==> src/rtl/cga_pkg.sv <==
// Shared types and constants for the CGA video SRAM arbiter.
// The optional CPU wait-state mode is selected with CGA_BUS_WAIT_EN.
package cga_pkg;

    localparam int RAM_AW = 19;

    localparam logic [4:0] ISA_WIN_START = 5'd17;
    localparam logic [4:0] ISA_WIN_END   = 5'd20;

    typedef enum logic [1:0] {
        IDLE     = 2'd0,
        WAIT_WIN = 2'd1,
        ACCESS   = 2'd2,
        DONE     = 2'd3
    } arb_state_t;

    // The window never wraps, so a plain unsigned range test is enough.
    function automatic logic in_window(input logic [4:0] seq,
                                       input logic [4:0] win_start,
                                       input logic [4:0] win_end);
        return (seq >= win_start) && (seq <= win_end);
    endfunction

endpackage

==> src/rtl/cga_vram_arbiter_if.sv <==
// ISA-side bus bundle of the CGA video SRAM arbiter.
// Under CGA_BUS_WAIT_EN the bus_rdy signal carries real wait states.
interface cga_vram_arbiter_if;
    import cga_pkg::*;

    logic [RAM_AW-1:0] isa_addr;
    logic [7:0]        isa_din;
    logic              isa_read;
    logic              isa_write;
    logic [7:0]        isa_dout;
    logic              bus_rdy;

    modport master (
        output isa_addr, isa_din, isa_read, isa_write,
        input  isa_dout, bus_rdy
    );

    modport slave (
        input  isa_addr, isa_din, isa_read, isa_write,
        output isa_dout, bus_rdy
    );

endinterface

==> src/rtl/cga_isa_capture.sv <==
// ISA strobe edge detection, request latch and write/read priority.
// CGA_BUS_WAIT_EN drops the posted-write behaviour and drives bus_rdy.
module cga_isa_capture
    import cga_pkg::*;
(
    input  logic              clk,
    input  logic              reset,
    input  logic [RAM_AW-1:0] isa_addr,
    input  logic [7:0]        isa_din,
    input  logic              isa_read,
    input  logic              isa_write,
    input  logic              complete,
    output logic              req_valid,
    output logic              req_write,
    output logic [RAM_AW-1:0] req_addr,
    output logic [7:0]        req_data,
    output logic              bus_rdy,
    output logic              wr_overrun
);

    logic              read_q, write_q;
    logic              wr_pend, rd_pend;
    logic [RAM_AW-1:0] wr_addr, rd_addr;
    logic [7:0]        wr_data;
    logic              accept, write_take, read_take;
    logic              serve_wr, serve_rd;

`ifdef CGA_BUS_WAIT_EN
    // The CPU is stalled while busy, so there is nothing to queue.
    assign accept = ~(wr_pend | rd_pend);
`else
    assign accept = 1'b1;
`endif

    assign write_take = isa_write & ~write_q & accept;
    assign read_take  = isa_read & ~read_q & ~(isa_write & ~write_q) & accept;
    assign serve_wr   = complete & wr_pend;
    assign serve_rd   = complete & ~wr_pend & rd_pend;

    always_ff @(posedge clk) begin
        // NOTE: non-blocking assignments keep every register sampling pre-edge values.
        if (reset) begin
            read_q  <= 1'b0;
            write_q <= 1'b0;
            wr_pend <= 1'b0;
            rd_pend <= 1'b0;
        end else begin
            read_q  <= isa_read;
            write_q <= isa_write;
            wr_pend <= write_take | (wr_pend & ~serve_wr);
            rd_pend <= read_take  | (rd_pend & ~serve_rd);
        end
    end

    // NOTE: address/data holders need no reset; the pending bits qualify them.
    always_ff @(posedge clk) begin
        if (write_take) begin
            wr_addr <= isa_addr;
            wr_data <= isa_din;
        end
        if (read_take)
            rd_addr <= isa_addr;
    end

`ifdef CGA_BUS_WAIT_EN
    logic rdy_q;

    always_ff @(posedge clk) begin
        if (reset)
            rdy_q <= 1'b1;
        else if (complete)
            rdy_q <= 1'b1;
        else if (write_take | read_take)
            rdy_q <= 1'b0;
    end

    assign bus_rdy    = rdy_q;
    assign wr_overrun = 1'b0;
`else
    logic overrun_q;

    // A write that completes this cycle is not lost by a new edge.
    always_ff @(posedge clk) begin
        if (reset)
            overrun_q <= 1'b0;
        else if (write_take & wr_pend & ~serve_wr)
            overrun_q <= 1'b1;
    end

    assign bus_rdy    = 1'b1;
    assign wr_overrun = overrun_q;
`endif

    assign req_valid = wr_pend | rd_pend;
    assign req_write = wr_pend;
    assign req_addr  = wr_pend ? wr_addr : rd_addr;
    assign req_data  = wr_data;

endmodule

==> src/rtl/cga_vram_arbiter.sv <==
// CGA video SRAM arbiter: pixel fetch always wins, CPU accesses in a clk_seq window.
// Define CGA_BUS_WAIT_EN to hold the ISA bus with bus_rdy instead of posting writes.
module cga_vram_arbiter
    import cga_pkg::*;
#(
    parameter logic [4:0] WIN_START = ISA_WIN_START,
    parameter logic [4:0] WIN_END   = ISA_WIN_END
) (
    input  logic              clk,
    input  logic              reset,
    input  logic [4:0]        clk_seq,
    cga_vram_arbiter_if.slave isa,
    output logic              wr_overrun,
    input  logic [RAM_AW-1:0] pixel_addr,
    input  logic              pixel_read,
    output logic [7:0]        pixel_data,
    output logic [RAM_AW-1:0] ram_a,
    output logic [7:0]        ram_d_out,
    output logic              ram_d_oe,
    input  logic [7:0]        ram_d_in,
    output logic              ram_we_l
);

    arb_state_t        state, state_next;
    logic              complete, cpu_owns;
    logic              req_valid, req_write;
    logic [RAM_AW-1:0] req_addr;
    logic [7:0]        req_data;
    logic [7:0]        isa_dout_q;

    cga_isa_capture u_capture (
        .clk        (clk),
        .reset      (reset),
        .isa_addr   (isa.isa_addr),
        .isa_din    (isa.isa_din),
        .isa_read   (isa.isa_read),
        .isa_write  (isa.isa_write),
        .complete   (complete),
        .req_valid  (req_valid),
        .req_write  (req_write),
        .req_addr   (req_addr),
        .req_data   (req_data),
        .bus_rdy    (isa.bus_rdy),
        .wr_overrun (wr_overrun)
    );

    always_ff @(posedge clk) begin
        if (reset)
            state <= IDLE;
        else
            state <= state_next;
    end

    always_comb begin
        // NOTE: defaults first so no path leaves a signal unassigned (no latches).
        state_next = state;
        complete   = 1'b0;
        case (state)
            IDLE:     if (req_valid) state_next = WAIT_WIN;
            WAIT_WIN: if (in_window(clk_seq, WIN_START, WIN_END) && !pixel_read)
                          state_next = ACCESS;
            ACCESS: begin
                if (pixel_read) begin
                    state_next = WAIT_WIN;
                end else begin
                    state_next = DONE;
                    complete   = 1'b1;
                end
            end
            DONE: begin
`ifdef CGA_BUS_WAIT_EN
                if (!isa.isa_read && !isa.isa_write) state_next = IDLE;
`else
                state_next = IDLE;
`endif
            end
            default:  state_next = IDLE;
        endcase
    end

    // Strobes decode only from the state register and pixel_read, so no glitches.
    assign cpu_owns = (state == ACCESS) && !pixel_read;

    always_comb begin
        ram_a    = pixel_addr;
        ram_d_oe = 1'b0;
        ram_we_l = 1'b1;
        if (cpu_owns) begin
            ram_a    = req_addr;
            ram_d_oe = req_write;
            ram_we_l = ~req_write;
        end
    end

    assign ram_d_out = req_data;

    always_ff @(posedge clk) begin
        if (reset) begin
            isa_dout_q <= 8'h00;
            pixel_data <= 8'h00;
        end else begin
            if (cpu_owns && !req_write) isa_dout_q <= ram_d_in;
            if (pixel_read)             pixel_data <= ram_d_in;
        end
    end

    assign isa.isa_dout = isa_dout_q;

endmodule

==> src/flat_wrapper.sv <==
// flat-port wrapper written by rule: the top's interface ports become plain ports
module cga_vram_arbiter_flat import cga_pkg::*;
#(
    parameter logic [4:0] WIN_START = ISA_WIN_START,
    parameter logic [4:0] WIN_END   = ISA_WIN_END
)
  (clk, reset, clk_seq, wr_overrun, pixel_addr, pixel_read, pixel_data, ram_a, ram_d_out, ram_d_oe, ram_d_in, ram_we_l, isa_isa_addr, isa_isa_din, isa_isa_read, isa_isa_write, isa_isa_dout, isa_bus_rdy);
  cga_vram_arbiter_if isa_i ();
  input  logic clk;
  input  logic reset;
  input  logic [4:0] clk_seq;
  output logic wr_overrun;
  input  logic [RAM_AW-1:0] pixel_addr;
  input  logic pixel_read;
  output logic [7:0] pixel_data;
  output logic [RAM_AW-1:0] ram_a;
  output logic [7:0] ram_d_out;
  output logic ram_d_oe;
  input  logic [7:0] ram_d_in;
  output logic ram_we_l;
  input wire logic [$bits(isa_i.isa_addr)-1:0] isa_isa_addr;
  input wire logic [$bits(isa_i.isa_din)-1:0] isa_isa_din;
  input wire logic [$bits(isa_i.isa_read)-1:0] isa_isa_read;
  input wire logic [$bits(isa_i.isa_write)-1:0] isa_isa_write;
  output wire logic [$bits(isa_i.isa_dout)-1:0] isa_isa_dout;
  output wire logic [$bits(isa_i.bus_rdy)-1:0] isa_bus_rdy;
  assign isa_i.isa_addr = isa_isa_addr;
  assign isa_i.isa_din = isa_isa_din;
  assign isa_i.isa_read = isa_isa_read;
  assign isa_i.isa_write = isa_isa_write;
  assign isa_isa_dout = isa_i.isa_dout;
  assign isa_bus_rdy = isa_i.bus_rdy;
  cga_vram_arbiter #(.WIN_START(WIN_START), .WIN_END(WIN_END)) u_core (.clk(clk), .reset(reset), .clk_seq(clk_seq), .isa(isa_i), .wr_overrun(wr_overrun), .pixel_addr(pixel_addr), .pixel_read(pixel_read), .pixel_data(pixel_data), .ram_a(ram_a), .ram_d_out(ram_d_out), .ram_d_oe(ram_d_oe), .ram_d_in(ram_d_in), .ram_we_l(ram_we_l));
endmodule
==> config.mk <==
export PLATFORM = sky130hd
export DESIGN_NAME = cga_vram_arbiter_flat
export DESIGN_NICKNAME = d
export VERILOG_FILES = /design/src/rtl/cga_pkg.sv /design/src/rtl/cga_vram_arbiter_if.sv /design/src/rtl/cga_isa_capture.sv /design/src/rtl/cga_vram_arbiter.sv /design/src/flat_wrapper.sv
export SDC_FILE = /design/constraint.sdc
export NUM_CORES = 1
export LEC_CHECK = 0
export CORE_MARGIN = 2
export CORE_UTILIZATION = 43
export CTS_CLUSTER_DIAMETER = 30
export DETAILED_ROUTE_END_ITERATION = 12
export GPL_TIMING_DRIVEN = 1
export HOLD_SLACK_MARGIN = 0.06
export PLACE_DENSITY_LB_ADDON = 0.3
export SYNTH_ARGS = -nofsm -noshare
export SYNTH_HDL_FRONTEND = slang
export SYNTH_HIERARCHICAL = 1
export SYNTH_SLANG_ARGS = --single-unit
export TNS_END_PERCENT = 10
==> constraint.sdc <==
create_clock -name clk -period 2 [get_ports clk]
set_input_delay 0.2 -clock clk [delete_from_list [all_inputs] [get_ports clk]]
set_output_delay 0.2 -clock clk [all_outputs]
set_load 0.03 [all_outputs]
# [Word-level counts from Yosys, hierarchy flattened]
# Cells that the tools add are included.
[word_totals] inputBits=64 regBits=69 out_inout_bits=47 word_cells=55
[op_classes] n_reduce_logical=8 n_lt_le_gt_ge=2 n_bitwise=19 n_eq_ne=5 muxes=10
[op_table] op="$mux W19" n=2
[op_table] op="$and A1 B1 Y1" n=10
[op_table] op="$pmux W2 S4" n=1
[op_table] op="$mux W2" n=3
[op_table] op="$not A1 Y1" n=6
[op_table] op="$ge A5 B5 Y1 const B" n=1
[op_table] op="$le A5 B5 Y1 const B" n=1
[op_table] op="$eq A2 B2 Y1 const B" n=2
[op_table] op="$logic_and A1 B1 Y1" n=4
[op_table] op="$mux W1" n=4
[op_table] op="$ne A2 B1 Y1 const B" n=2
[op_table] op="$or A1 B1 Y1" n=3
[op_table] op="$eq A2 B1 Y1 const B" n=1
[op_table] op="$logic_not A1 Y1" n=2
[op_table] op="$logic_not A2 Y1" n=1
[op_table] op="$reduce_and A2 Y1" n=1

# [Logic depth before layout (Yosys ltp)]
# Gate-level depths: netlist of run 1.
[depth] word_depth=7 depth_mapped=6 mapped_depth_nobuf=5

# [Modules after synthesis]
# Netlist of run 1, hierarchy kept.
[modules_own_cells] module="cga_isa_capture" cells_per_inst=87 seq_area_each_um2=1481.4 area_per_inst_um2=1799.2 n_inst=1
[modules_own_cells] module="cga_vram_arbiter" cells_per_inst=99 seq_area_each_um2=360.3 area_per_inst_um2=972.2 n_inst=1

# [Least setup slack after synthesis of run 1]
# No wires, ideal clock.
[synth_timing] path_kind="register -> output" startpoint="register u_core.u_capture.wr_pend, in the netlist u_core/u_capture/req_write" endpoint="output port ram_a[5]" t_arrival_ns=1.433 n_path_buf=1 t_required_ns=1.800 slack_ns=0.367 stages_incl_launch_ff=4 path_cell_list="dfxtp_1 -> buf_4 -> mux2_1 -> mux2_1"
[synth_between] elab_chain_len=2
[synth_lines] item="from (decl)" line="cga_isa_capture.sv:22" source="logic wr_pend, rd_pend;"
[synth_lines] item="from (signal assigned)" line="cga_isa_capture.sv:50" source="wr_pend <= write_take | (wr_pend & ~serve_wr);"
[synth_lines] item="$mux W19" line="cga_isa_capture.sv:96" source="assign req_addr = wr_pend ? wr_addr : rd_addr;"
[synth_lines] item="named net u_core.req_addr[5]" line="cga_vram_arbiter.sv:27" source="logic [RAM_AW-1:0] req_addr;"
[synth_lines] item="$mux W19" line="cga_vram_arbiter.sv:88" source="if (cpu_owns) begin"
[synth_lines] item="to (decl)" line="flat_wrapper.sv:16" source="output logic [RAM_AW-1:0] ram_a;"
# The timed path passes the listed nets, and every way through them passes these cells.

# [Final worst setup path of run 1]
[layout_timing] startpoint="input port pixel_read" endpoint="output port ram_a[10]"
[layout_between] elab_chain_len=3
[layout_lines] item="from (decl)" line="flat_wrapper.sv:14" source="input logic pixel_read;"
[layout_lines] item="$logic_not A1 Y1" line="cga_vram_arbiter.sv:82" source="assign cpu_owns = (state == ACCESS) && !pixel_read;"
[layout_lines] item="$logic_and A1 B1 Y1" line="cga_vram_arbiter.sv:82"
[layout_lines] item="$mux W19" line="cga_vram_arbiter.sv:88"
# No other way between the ends.

==> results of run 1 <==
[worst max path at each step]
stage / from / endpoint / depth (start not counted)
finish: pixel_read / ram_a[10] / 6
global route: u_core/state[1] / ram_a[15] / 6
CTS: u_core/state[1] / ram_a[9] / 6
detailed placement: pixel_read / ram_a[15] / 5
global placement: pixel_read / ram_a[12] / 5
floorplan: u_core/u_capture/req_write / ram_a[5] / 3
[cell families after synthesis]
logic type             after synthesis  share of synthesized area, %
buffers and inverters               13                          2.75
AOI/OAI and AO/OA                   17                          3.79
DFF                                 69                          66.5
and+or+nand+nor                     40                          8.53
muxes                               46                          18.3
other                                1                         0.135
[registers in the layout, indices dropped and copies added, names as in the netlist]
register / flops
u_core/isa.isa_dout: 8
u_core/pixel_data: 8
u_core/state: 2
u_core/u_capture/rd_addr: 19
u_core/u_capture/rd_pend: 1
u_core/u_capture/read_q: 1
u_core/u_capture/req_data: 8
u_core/u_capture/req_write: 1
u_core/u_capture/wr_addr: 19
u_core/u_capture/wr_overrun: 1
u_core/u_capture/write_q: 1
[report_power, final]
group | total, mW | leakage (nW) | switching, mW | internal (mW)
Clock | 1.18 | 0.0986 | 0.484 | 0.695
Sequential | 1.62 | 0.626 | 0.0223 | 1.60
Combinational | 0.460 | 0.830 | 0.218 | 0.242
Total | 3.26 | 1.55 | 0.724 | 2.54
[routing by layer]
layer | part of all wire [%] | GRT usage [%] | up-vias
met5 | 0 | 0 | -
met1 | 42 | 20.5 | 902
met2 | 52 | 31.2 | 62
met3 | 5.1 | 4.92 | 11
li1 | - | - | 939
met4 | 1.7 | 7.92 | 0
[area by class of cell]
type,instances,area (sq um)
fill,480,2070
sequential,69,1840
timing repair buffer,127,1190
multi-input combinational,104,853
clock buffer,11,131
tap,77,96.3
clock inverter,5,75.1
inverter,4,15.0
[what timing repair did]
| action | 4_1_cts | 5_1_grt |
|---|---|---|
| setup buffers | 3 | 0 |
| setup endpoints to repair | 20 | 19 |
| cloned | 1 | 0 |
| pin swaps | 1 | 0 |
| resized for setup | 64 | 36 |
[synthesized netlist by cell type]
library cell / instances
edfxtp_1: 46
dfxtp_1: 23
mux2_1: 20
mux2_2: 18
nand2_1: 17
a21oi_1: 11
nor2_1: 10
mux2i_1: 8
buf_4: 5
inv_1: 4
clkbuf_1: 2
nor2b_1: 2
a21o_1: 1
a31oi_1: 1
and2_1: 1
buf_2: 1
buf_6: 1
conb_1: 1
nor2b_4: 1
nor3_1: 1
nor3_4: 1
nor4_2: 1
nor4b_4: 1
o21a_1: 1
o21ai_1: 1
o21bai_1: 1
o311ai_2: 1
or2_1: 1
or3b_1: 1
or3b_2: 1
or3b_4: 1
or4b_1: 1
[per-stage QoR]
step	util, %	area, sq um	setup WS (ns)
floorplan	-	2770	0.367
global placement	64.3	4040	-0.256
detailed placement	64.3	4040	-0.279
CTS	68.6	4310	-0.0468
global route	67.0	4200	-0.00992
finish	67.0	4200	0.0829
==> flow_metrics.tcl, run 1 <==
set metrics [dict create \
    outcome "complete, no violations" \
    antenna_cells 0 \
    drc 0 \
    holdWs_ns 0.420 \
    p_leak_nw 1.55 \
    dp_cells 377 \
    synth_warnings 6 \
    synth_cell_type_count 32 \
    coreArea_sq_um 6280 \
    hold_depth 1 \
    tns_ns 0 \
    yosys.area.top_type_share_pct 49.8 \
    grt_antenna_before_repair 0 \
    min_to "u_core/u_capture/req_data[7]" \
    cts_inserted_buffers 9 \
    min_from "isa_isa_din[7]" \
    path_max_fanout 10 \
    htreeDepth 3 \
    yosys_register_bits 69 \
    r2r_slack_ns 0.40 \
    cp_cell_sequence "clkdlybuf4s50_1, nor3_4, buf_6, buf_12, mux2_2, buf_2" \
    drt_iter0_markers 58 \
    r2r_start "u_core/u_capture/req_write" \
    slowest_delay_ns 0.47 \
    finalSetupViolCount 0 \
    clk_pin_slew_ns 0.07 \
    maxSlewViolCount 0 \
    initial_core_util_pct 44.1 \
    drv_cap 0 \
    finalNetCount 379 \
    cp_slowest_cell "clkdlybuf4s50_1" \
    yosysSeqAreaShare_pct 66.5 \
    netlist_instances 186 \
    rows 29 \
    final_cells 397 \
    cts_tree "built" \
    ant_nets 0 \
    syn_to_final_growth_pct 51.7 \
    syn-cell-area_sq_um 2770 \
    cp.buffers_inverters 4 \
    clock_latency_ns 0.33 \
    period_needed_ns 1.92 \
    r2r_cells 5 \
    clock.fmax_mhz 522 \
    max-vdd-ir-drop_mv 0.688 \
    syn_avg_cell_area_sq_um 14.9 \
    grt_pass1_vias 2026 \
    critPathTopFamily "buffers and inverters" \
    drive_gt1_share_pct 24.1 \
    required_ns 1.80 \
    drt_first_pass_iters 4 \
    r2r_end "u_core/isa.isa_dout[0]" \
    syn_nets 250 \
    fin_worst_skew_ns 0.00521 \
    io_buffers 109 \
    die_area_sq_um 7100 \
    arrival_ns 1.72 \
    finalHoldViolCount 0 \
    grt_max_degree 30 \
    clockBufferDepth 2 \
    routed_wirelength_um 6170 \
    mostFrequentLayoutCells "clkdlybuf4s50_1 (88), edfxtp_1 (46), dfxtp_1 (21)" \
    cp-start-kind "input pin" \
    viasPerCell 4.82 \
    final_common_cell "clkdlybuf4s50_1" \
    grt_pass1_wl_um 9630 \
    die_x_um 84.3 \
    io_pins 111 \
    vias 1914 \
    grt_util_all_layers_pct 17.9 \
    die_h_um 84.3 \
    critPathKind "input pin to output pin" \
    powerDensity_nw_per_um2 775 \
    min_path_type "input pin to register" \
    yosys.area.top_type "edfxtp_1" \
    place.gp.congestion 0.719 \
    overflow 0 \
    wire_per_inst_um 15.5 \
    cts.sinks 69 \
    root_buffer "clkbuf_8" \
    power_mw 3.26 \
    hpwl_um 4180 \
    synthTopCellsByArea "edfxtp_1 (50%), dfxtp_1 (17%), mux2_1 (8.1%)" \
    cp-end-kind "output pin" \
    post-route-period-util_pct 95.9 \
    hold_buffers 0 \
]
(Power assumes the default switching activity.)
==> inputs of run 2 (changes only) <==
CORE_UTILIZATION = 45   (was 43)
CTS_BUF_LIST = sky130_fd_sc_hd__clkbuf_8   (was not set)
CTS_CLUSTER_SIZE = 40   (was not set)
==> flow_metrics.tcl, run 2 (synthesized netlist as in run 1, its figures left out) <==
set metrics [dict create \
    outcome "finished with violations" \
    violations "negative setup slack" \
    die_area_sq_um 6800 \
    cts_inserted_buffers 9 \
    rsz0062_at_grt "true" \
    overflow 0 \
    drt_iter0_markers 80 \
    initial_core_util_pct 46.8 \
    clk_pin_slew_ns 0.07 \
    required_ns 1.80 \
    critPathKind "register to output pin" \
    regArea_sq_um 1840 \
    tns_ns -0.0883 \
    dp_cells 373 \
    setup_slack_ns -0.0219 \
    grt_pass1_wl_um 8970 \
    finalSetupViolCount 5 \
    cp_slowest_cell "mux2_2" \
    grt_util_all_layers_pct 18.2 \
    hold_depth 1 \
    syn_to_final_growth_pct 55.9 \
    largestRegisters "u_core/u_capture/rd_addr x19, u_core/u_capture/wr_addr x19" \
    p_leak_nw 1.58 \
    clock_latency_ns 0.33 \
    viasPerCell 4.82 \
    vias 1893 \
    wire_per_inst_um 14.8 \
    routed_wirelength_um 5840 \
    io_pins 111 \
    htreeDepth 3 \
    final_common_cell "clkdlybuf4s50_1" \
    min_path_type "input pin to register" \
    max-vdd-ir-drop_mv 0.579 \
    grt_max_degree 30 \
    maxSlewViolCount 0 \
    drc 0 \
    critPathTopFamily "buffers and inverters" \
    drive_gt1_share_pct 24.2 \
    arrival_ns 1.82 \
    path_depth 6 \
    cp-end-kind "output pin" \
    cts.sinks 69 \
    placed_area_sq_um 4010 \
    io_buffers 109 \
    dp_slack_ns -0.277 \
    root_buffer "clkbuf_8" \
    cp_cell_sequence "inv_1, nor3_4, buf_12, buf_2, mux2_2, clkdlybuf4s15_2" \
    cp-start-kind "register" \
    cts_tree "built" \
    slowest_delay_ns 0.34 \
    place.gp.congestion 0.686 \
    utilization_pct 73.0 \
    drt_first_pass_iters 4 \
    powerDensity_nw_per_um2 797 \
    cp.buffers_inverters 4 \
    grt_antenna_before_repair 0 \
    antenna_cells 0 \
    post-route-period-util_pct 101 \
    ant_nets 0 \
    grt_pass1_vias 1875 \
    finalNetCount 377 \
    clock.fmax_mhz 495 \
    finalHoldViolCount 0 \
    fillCellCount 415 \
    mostFrequentLayoutCells "clkdlybuf4s50_1 (88), edfxtp_1 (46), dfxtp_1 (22)" \
    die_x_um 82.5 \
    final_area_sq_um 4320 \
    fin_worst_skew_ns 0.00664 \
    die_h_um 82.5 \
    hpwl_um 4080 \
    rows 28 \
    final_cells 393 \
    r2r_cells 5 \
    drv_cap 0 \
    holdWs_ns 0.421 \
    power_mw 3.44 \
    coreArea_sq_um 5920 \
    path_max_fanout 5 \
    multiInputGateArea_sq_um 853 \
    period_needed_ns 2.02 \
    clockBufferDepth 2 \
]
run 2: worst register-to-register path: stages, from the launching register on:
cell and delay [ns]:
dfxtp_2 0.34, buf_4 0.15, buf_4 0.16, or4b_1 0.65
nand2_1 0.15, a21oi_1 0.08
run 2: final cells by class:
type / instances / area share, %
well taps: 75 / 2.17
multi-input cells: 104 / 19.7
repair buffers: 125 / 29.3
clock buffers: 10 / 3.18
clock inverters: 6 / 2.58
inverters: 4 / 0.347
flip-flops and latches: 69 / 42.6
run 2: what timing repair did:
action | in CTS | in global routing
pin swaps | 1 | 0
hold buffers | 0 | 0
resized for setup | 59 | 1
gates cloned | 2 | 0
buffers inserted | 2 | 0
endpoints found under the setup margin | 19 | 19
run 2: final timing paths:
kind	endpoint	slack [ns]	from
worst max-delay path	ram_a[18]	-0.02	u_core/state[1]
worst min-delay path	u_core/u_capture/req_data[4]	0.42	isa_isa_din[4]
worst max register to register	u_core/isa.isa_dout[7]	0.35	u_core/u_capture/req_write
worst min register to register	u_core/isa.isa_dout[2]	0.46	u_core/isa.isa_dout[2]
run 2: power by group:
part / switching, mW / internal [mW]
combinational: 0.215 / 0.255
clock: 0.492 / 0.862
sequential: 0.0223 / 1.60
run 2: per-layer routing:
metal | track usage (%) | wire length [um] | vias to the layer above
li1 | - | - | 931
met1 | 23.6 | 2520 | 888
met2 | 29.4 | 2880 | 68
met3 | 4.35 | 393 | 6
met4 | 7.50 | 47 | 0
met5 | 0 | 0 | -
==> inputs of run 3 (changes only) <==
MAX_ROUTING_LAYER = met4   (was not set)
SKIP_CTS_REPAIR_TIMING = 1   (was not set)
==> flow_metrics.tcl, run 3 (synthesized netlist as in run 1, its figures left out) <==
set metrics [dict create \
    r2r_end "u_core/isa.isa_dout[7]" \
    max-vdd-ir-drop_mv 0.577 \
    maxSlewViolCount 0 \
    cp_slowest_cell "mux2_2" \
    grt_max_degree 30 \
    clock_latency_ns 0.32 \
    cp-start-kind "register" \
    path_max_fanout 13 \
    drc 0 \
    antenna_cells 0 \
    io_buffers 109 \
    post-route-period-util_pct 95.3 \
    critPathTopFamily "buffers and inverters" \
    drive_gt1_share_pct 23.2 \
    finalSetupViolCount 0 \
    grt_pass1_wl_um 8510 \
    clock.fmax_mhz 524 \
    cts_inserted_buffers 9 \
    drt_first_pass_iters 4 \
    required_ns 1.80 \
    path_depth 5 \
    vias 1873 \
    ant_nets 0 \
    die_h_um 82.5 \
    grt_pass1_vias 1805 \
    coreArea_sq_um 5920 \
    largestRegisters "u_core/u_capture/rd_addr x19, u_core/u_capture/wr_addr x19" \
    p_leak_nw 1.55 \
    cp.buffers_inverters 3 \
    final_area_sq_um 4180 \
    clockBufferDepth 2 \
    cp_cell_sequence "inv_1, nor3_4, buf_6, mux2_2, clkbuf_2" \
    hold_depth 1 \
    outcome "complete, no violations" \
    final_common_cell "clkdlybuf4s50_1" \
    syn_to_final_growth_pct 50.7 \
    r2r_slack_ns 0.35 \
    min_from "isa_isa_din[4]" \
    viasPerCell 4.81 \
    clk_pin_slew_ns 0.07 \
    grt_antenna_before_repair 0 \
    cts_tree "built" \
    hpwl_um 4080 \
    drt_iter0_markers 88 \
    rows 28 \
    initial_core_util_pct 46.8 \
    rsz0062_at_grt "false" \
    placed_area_sq_um 4010 \
    fin_worst_skew_ns 0.00667 \
    dp_slack_ns -0.277 \
    place.gp.congestion 0.693 \
    wire_per_inst_um 14.4 \
    io_pins 111 \
    overflow 0 \
    drv_cap 0 \
    grt_util_all_layers_pct 17.7 \
    routed_wirelength_um 5610 \
    min_to "u_core/u_capture/req_data[4]" \
    mostFrequentLayoutCells "clkdlybuf4s50_1 (88), edfxtp_1 (46), dfxtp_1 (22)" \
    setup_slack_ns 0.0934 \
    period_needed_ns 1.91 \
    die_x_um 82.5 \
    cp-end-kind "output pin" \
    r2r_cells 5 \
    critPathKind "register to output pin" \
    root_buffer "clkbuf_8" \
    slowest_delay_ns 0.34 \
    finalNetCount 373 \
    powerDensity_nw_per_um2 821 \
    cts.sinks 69 \
    htreeDepth 3 \
    arrival_ns 1.71 \
    die_area_sq_um 6800 \
    finalHoldViolCount 0 \
    min_path_type "input pin to register" \
    r2r_start "u_core/u_capture/req_write" \
]
## run 3: changes by cell type in the layout (fill, tap and decap cells not counted)
cell             previous run  this run
dlygate4sd2_1               1         0
clkbuf_2                    1        18
buf_12                      3         2
buf_4                      11        10
buf_6                       3         2
dlymetal6s2s_1              0         1
clkdlybuf4s15_2            17         0
buf_2                       1         0
## run 3: power by group
part	switching (mW)	internal (mW)
Combinational	0.214	0.241
Sequential	0.0220	1.60
Clock	0.493	0.862
Total	0.728	2.70
## run 3: worst register-to-register path, delay by kind of cell (launching register included)
kind | cells | cell delay [ns]
and+or+nand+nor | 2 | 0.81
DFF | 1 | 0.34
buffers and inverters | 2 | 0.31
AOI/OAI and AO/OA | 1 | 0.08
## run 3: cell type report
| class | instances | area (sq um) |
|---|---|---|
| flip-flops and latches | 69 | 1840 |
| fillers | 430 | 1750 |
| repair buffers | 121 | 1120 |
| multi-input cells | 104 | 853 |
| clock buffers | 10 | 138 |
| clock inverters | 6 | 111 |
| well taps | 75 | 93.8 |
| inverters | 4 | 15.0 |
## run 3: per-stage QoR
step	instances	setup TNS (ns)	power [mW]	hold WS (ns)	util, %
after CTS	389	-6.31	3.48	0.409	71.9
after floorplan	186	0	1.87	0.269	-
after global routing	389	0	3.56	0.394	70.5
after detailed placement	373	-4.60	2.13	0.455	67.6
final	389	0	3.43	0.424	70.5
after global placement	373	-4.06	2.12	0.448	67.6
## run 3: how the worst max path moves through the flow
stage,start,to,slack [ns]
global placement,pixel_read,ram_a[7],-0.24
floorplan,u_core/u_capture/req_write,ram_a[5],0.37
global route,u_core/state[1],ram_a[11],0.01
finish,u_core/state[1],ram_a[1],0.09
detailed placement,pixel_read,ram_a[1],-0.28
CTS,u_core/state[1],ram_a[1],-0.37
## run 3: per-layer routing
metal,track usage (%),wire length [um],up-vias
met4,7.50,57,0
met5,-,0,-
met3,4.13,340,5
met2,26.6,2800,61
li1,-,-,924
met1,23.0,2410,883
